--- src/rtl/rr_mux_pkg.sv ---
// Shared definitions for the N:1 channel selector: mode encodings and packed-bus helpers.
package rr_mux_pkg;

    localparam logic MODE_FIXED = 1'b0;
    localparam logic MODE_RR    = 1'b1;

    // LSB offset of channel 'index' within a packed bus of 'width'-bit channels.
    function automatic int unsigned ch_slice(input int unsigned index, input int unsigned width);
        return index * width;
    endfunction

endpackage

--- src/rtl/rr_priority_pick.sv ---
// Rotating-priority picker: lowest requesting index at or above ptr, else lowest overall.
module rr_priority_pick #(
    parameter  int unsigned NUM_CH = 4,
    localparam int unsigned SEL_W  = $clog2(NUM_CH)
) (
    input  logic [NUM_CH-1:0] req,
    input  logic [SEL_W-1:0]  ptr,
    output logic [SEL_W-1:0]  gnt,
    output logic              gnt_valid
);

    logic [SEL_W-1:0] any_gnt;
    logic [SEL_W-1:0] hi_gnt;
    logic             hi_valid;

    // Descending scans leave the lowest qualifying index in each candidate.
    always_comb begin
        any_gnt  = '0;
        hi_gnt   = '0;
        hi_valid = 1'b0;
        for (int i = NUM_CH - 1; i >= 0; i--) begin
            if (req[i]) begin
                any_gnt = SEL_W'(i);
                if (SEL_W'(i) >= ptr) begin
                    hi_gnt   = SEL_W'(i);
                    hi_valid = 1'b1;
                end
            end
        end
    end

    assign gnt_valid = |req;
    assign gnt       = hi_valid ? hi_gnt : any_gnt;

endmodule

--- src/rtl/rr_mux_nto1.sv ---
// N:1 selector with fixed or round-robin grant feeding a one-entry valid/ready output register.
module rr_mux_nto1
    import rr_mux_pkg::*;
#(
    parameter  int unsigned WIDTH  = 4,
    parameter  int unsigned NUM_CH = 4,
    localparam int unsigned SEL_W  = $clog2(NUM_CH)
) (
    input  logic                    clk,
    input  logic                    rst_n,
    input  logic [NUM_CH*WIDTH-1:0] in_data,
    input  logic [NUM_CH-1:0]       in_valid,
    output logic [NUM_CH-1:0]       in_ready,
    input  logic                    mode,
    input  logic [SEL_W-1:0]        sel,
    output logic [WIDTH-1:0]        out_data,
    output logic [SEL_W-1:0]        out_ch,
    output logic                    out_valid,
    input  logic                    out_ready
);

    logic [WIDTH-1:0] out_data_q, out_data_d;
    logic [SEL_W-1:0] out_ch_q, out_ch_d;
    logic             out_valid_q, out_valid_d;
    logic [SEL_W-1:0] ptr_q, ptr_d;

    logic [SEL_W-1:0] rr_gnt;
    logic             rr_valid;
    logic             fix_valid;
    logic [SEL_W-1:0] gnt;
    logic             gnt_valid;
    logic             load;
    logic             xfer;
    logic [WIDTH-1:0] gnt_data;

    rr_priority_pick #(
        .NUM_CH (NUM_CH)
    ) u_pick (
        .req       (in_valid),
        .ptr       (ptr_q),
        .gnt       (rr_gnt),
        .gnt_valid (rr_valid)
    );

    // Fixed-mode lookup; a select beyond the last channel matches nothing.
    always_comb begin
        fix_valid = 1'b0;
        for (int i = 0; i < NUM_CH; i++) begin
            if (sel == SEL_W'(i)) fix_valid = in_valid[i];
        end
    end

    assign gnt       = (mode == MODE_RR) ? rr_gnt : sel;
    assign gnt_valid = (mode == MODE_RR) ? rr_valid : fix_valid;
    assign load      = ~out_valid_q | out_ready;
    assign xfer      = rst_n & load & gnt_valid;

    always_comb begin
        in_ready = '0;
        gnt_data = '0;
        for (int i = 0; i < NUM_CH; i++) begin
            if (gnt == SEL_W'(i)) begin
                in_ready[i] = xfer;
                gnt_data    = in_data[ch_slice(i, WIDTH) +: WIDTH];
            end
        end
    end

    // Output register and round-robin pointer update.
    always_comb begin
        out_data_d  = out_data_q;
        out_ch_d    = out_ch_q;
        out_valid_d = out_valid_q;
        ptr_d       = ptr_q;
        if (xfer) begin
            out_data_d  = gnt_data;
            out_ch_d    = gnt;
            out_valid_d = 1'b1;
            if (mode == MODE_RR) begin
                ptr_d = (gnt == SEL_W'(NUM_CH - 1)) ? '0 : gnt + SEL_W'(1);
            end
        end else if (out_ready) begin
            out_valid_d = 1'b0;
        end
    end

    always_ff @(posedge clk or negedge rst_n) begin
        if (!rst_n) begin
            out_data_q  <= '0;
            out_ch_q    <= '0;
            out_valid_q <= 1'b0;
            ptr_q       <= '0;
        end else begin
            out_data_q  <= out_data_d;
            out_ch_q    <= out_ch_d;
            out_valid_q <= out_valid_d;
            ptr_q       <= ptr_d;
        end
    end

    assign out_data  = out_data_q;
    assign out_ch    = out_ch_q;
    assign out_valid = out_valid_q;

endmodule

--- config.mk ---
export PLATFORM = sky130hd
export DESIGN_NAME = rr_mux_nto1
export DESIGN_NICKNAME = d
export VERILOG_FILES = /design/src/rtl/rr_mux_pkg.sv /design/src/rtl/rr_priority_pick.sv /design/src/rtl/rr_mux_nto1.sv
export SDC_FILE = /design/constraint.sdc
export NUM_CORES = 1
export LEC_CHECK = 0
export CAP_MARGIN = 20
export CORE_MARGIN = 5
export CORE_UTILIZATION = 42
export DETAILED_ROUTE_END_ITERATION = 10
export PLACE_DENSITY = 0.84
export SYNTH_ARGS = -nofsm -noshare
export SYNTH_HDL_FRONTEND = slang
export SYNTH_SLANG_ARGS = --single-unit
export TNS_END_PERCENT = 50
--- constraint.sdc ---
create_clock -name clk -period 5.3 [get_ports clk]
set_input_delay 0.795 -clock clk [delete_from_list [all_inputs] [get_ports clk]]
set_output_delay 0.795 -clock clk [all_outputs]
set_load 0.1 [all_outputs]
==> impl_results.md <==
- Kind of critical path: in2out
- Max Fclk: between 0.2 and 0.3 GHz
- Worst-Margin Slew: 0.9868 ns
- Post-layout util: about two thirds
- CTS buffer count: 3
- Ranking of synthesized cells by area: dfrtp_1, mux2_4, ha_1
- CP Capture Type: primary output
- RSZ-0062 raised after global routing: false
- # fillers: 135
- Vias in the first global route: approximately 650
- Final Max Tran Viols: 0
- WL/cell: 14.02 um
- Setup repair bufs after CTS: 0
- Initial antenna violation count: 0
- HPWL Detailed: 1551 um
- Vias: 694
- Drt first pass iters: 4
- Die Width: 51.75 um
- CP startpoint kind: input port
- Antenna Nets Post-Route: 0
- Mapped Cells: 78
- CTS sink cnt: 9
- Crit-path max FO: 9
- Syn Area/Cell: roughly 9.4 um2
- PostCTS Resize Cnt: 0
- Top cells by count, synth: nand2_1, dfrtp_1, inv_1
- DIE HEIGHT: 51.75 um
- Max_slew headroom: 34.01%
- # IOs: 37
- Clock transition at path regs: 0.06 ns
- Vias per inst: about 5.3
- Die area: 2678 um2
- Total gr overflow: 0
- Hold_buf cts: 0
- Cell area after synthesis: 732.0 um2
- Status: finished, final reports clean
- Number of flops mapped to enable cells by yosys: 0
- Syn Nets: 108
- Worst setup margin: 1.445 ns
- Ys flop type: dfrtp_1
- Bufs on Longest Clock Path: 2
- Clk root buf: clkbuf_4
- Library cells used by synthesis: 29
- Core Footprint: 1689 um2
- Min cycle time layout: 3.855 ns
- CP required: between 4 and 5 ns
- Most frequent cell after synthesis: nand2_1
- First-pass GRT wire length: 2801 um
- Pin count of the biggest net entering global routing: 11
- Clock skew: roughly 0.01 ns
- Multi-input logic area: 465.4 um2
- Leakage: ~0.5 nW
- Antenna Cells: 0
- DRT Wirelength: 1851 um
- Post-synth top area cell: dfrtp_1
- Post-synthesis sequential area ratio: 30.77%
- Final worst path period share: 72.74%
- Syn-to-layout area delta: 51.80%
- Setup Total Neg Slack: 0 ns
- WP data arrival: 3.06 ns
- Routability Congestion: 0.8148
- Worst slack, placed: 1.448 ns
- Initial core utilization: ~43%
- Global Route Usage Sum: around 14%
- Initial DRC count: 4
- Max-cap violations: 0
- Hold Path Class: reg2reg
- Seq cells post-synth: 9
- Fraction of registers with async set or reset after synthesis: 100.0%
- Area share of the largest cell type after synthesis: 30.77%
- Rows: 15
- Input/output buffers: 36
- TritonCTS clock tree: yes
- Synth Warn #: 0
- Final setup vio count: 0
- Placed cells: roughly 130
- Max rail drop VDD: approximately 0.00024 V
- Pwr dens: between 400 and 500 nW/um2
- Layout cells sized above 1: between 10% and 20%
- Worst-Skew Late Latency: 0.26 ns
- DRC viols: 0
- H-tree Lvls: 1
- Storage cell area: 225.2 um2
- Overall Power: 0.5325 mW
- # nets final: 146
- Final Hold Vio Count: 0
- Final Non-Filler Cells: 132
==> per-stage QoR <==
step / hold WS, ns / area [um2]
6_report: 0.5072 / 1111
5_1_grt: 0.5350 / 1111
2_1_floorplan: 0.4929 / 732.0
4_1_cts: 0.5086 / 1111
3_3_place_gp: 0.4832 / 1085
3_5_place_dp: 0.4910 / 1085
==> sequential cells by signal (all words and copies together) (netlist names) <==
register   cells
out_data       4
out_ch         2
ptr_q          2
out_valid      1
==> worst max-delay path, stage by stage <==
cell             delay (ns)
clkdlybuf4s50_1        0.54
inv_1                  0.09
o211a_1                0.22
o32ai_1                0.56
inv_1                  0.14
ha_1                   0.32
and2_1                 0.17
buf_4                  0.23
==> where the power goes <==
part | total [mW] | switching, mW | leakage (nW) | internal, mW
Combinational | 0.362 | 0.243 | 0.379 | 0.119
Clock | 0.0542 | 0.0252 | 0.0150 | 0.0290
Sequential | 0.116 | 0.0198 | 0.106 | 0.0963
Total | 0.533 | 0.288 | 0.501 | 0.244
==> path summary, 6_finish.rpt <==
kind / startpoint / endpoint / slack, ns / cells after the start
worst min register to register: out_ch[1]$_DFFE_PN0P_ / out_ch[1]$_DFFE_PN0P_ / 0.51 / 1
worst min-delay path: out_ch[1]$_DFFE_PN0P_ / out_ch[1]$_DFFE_PN0P_ / 0.51 / 1
worst max-delay path: in_valid[1] / in_ready[2] / 1.44 / 8
min in group asynchronous: rst_n / out_valid$_DFFE_PN0P_ / 0.84 / 1
max in group asynchronous: rst_n / out_data[2]$_DFFE_PN0P_ / 4.14 / 1
worst max register to register: ptr_q[1]$_DFFE_PN0P_ / out_data[1]$_DFFE_PN0P_ / 2.68 / 8
==> cell usage in the layout, fill, tap and decap left out <==
master and instances:
clkbuf_1 1, mux2_4 5, nand2_1 10, nor2_1 2, nor2b_1 4, a221oi_1 4, and2_1 4, ha_1 4
a22o_1 1, o21ai_0 3, nand2b_1 2, or4b_1 1, mux2_2 2, a21oi_1 3, or2b_1 1, o32ai_1 1
dfrtp_1 9, nand3b_1 1, or3_1 1, inv_1 6, clkdlybuf4s50_1 32, mux2i_1 2, and3_4 1, o22a_1 1
nand3_1 1, a311oi_1 1, o31ai_1 3, buf_4 4, clkbuf_4 3, o211a_1 2
==> routing by layer <==
layer / share of wire [%] / vias up / global-route usage (%)
met5: 0 / - / 0
met4: 0 / 0 / 5.240
met3: 4.6 / 0 / 4.011
met2: 51 / 16 / 23.31
met1: 44 / 321 / 17.35
li1: - / 357 / -
==> cell families (layout without fill, tap and decap cells) <==
kind of cell             count (synthesis)  count (layout)  share of synthesized area [%]
AO/OA/AOI/OAI                           19              19                          19.49
adder cells (fa/ha/maj)                  4               4                          6.838
buffers and inverters                    9              46                          5.640
flip-flops                               9               9                          30.77
multiplexers                             9               9                          16.07
AND/OR/NAND/NOR                         28              28                          21.20
==> layout make-up <==
| cell class | instances | share of cell area, % |
|---|---|---|
| multi-input combinational | 60 | 41.89 |
| clock buffer | 4 | 2.365 |
| tap | 17 | 1.914 |
| timing repair buffer | 36 | 31.53 |
| inverter | 6 | 2.027 |
| sequential | 9 | 20.27 |
(Power assumes the default switching activity.)
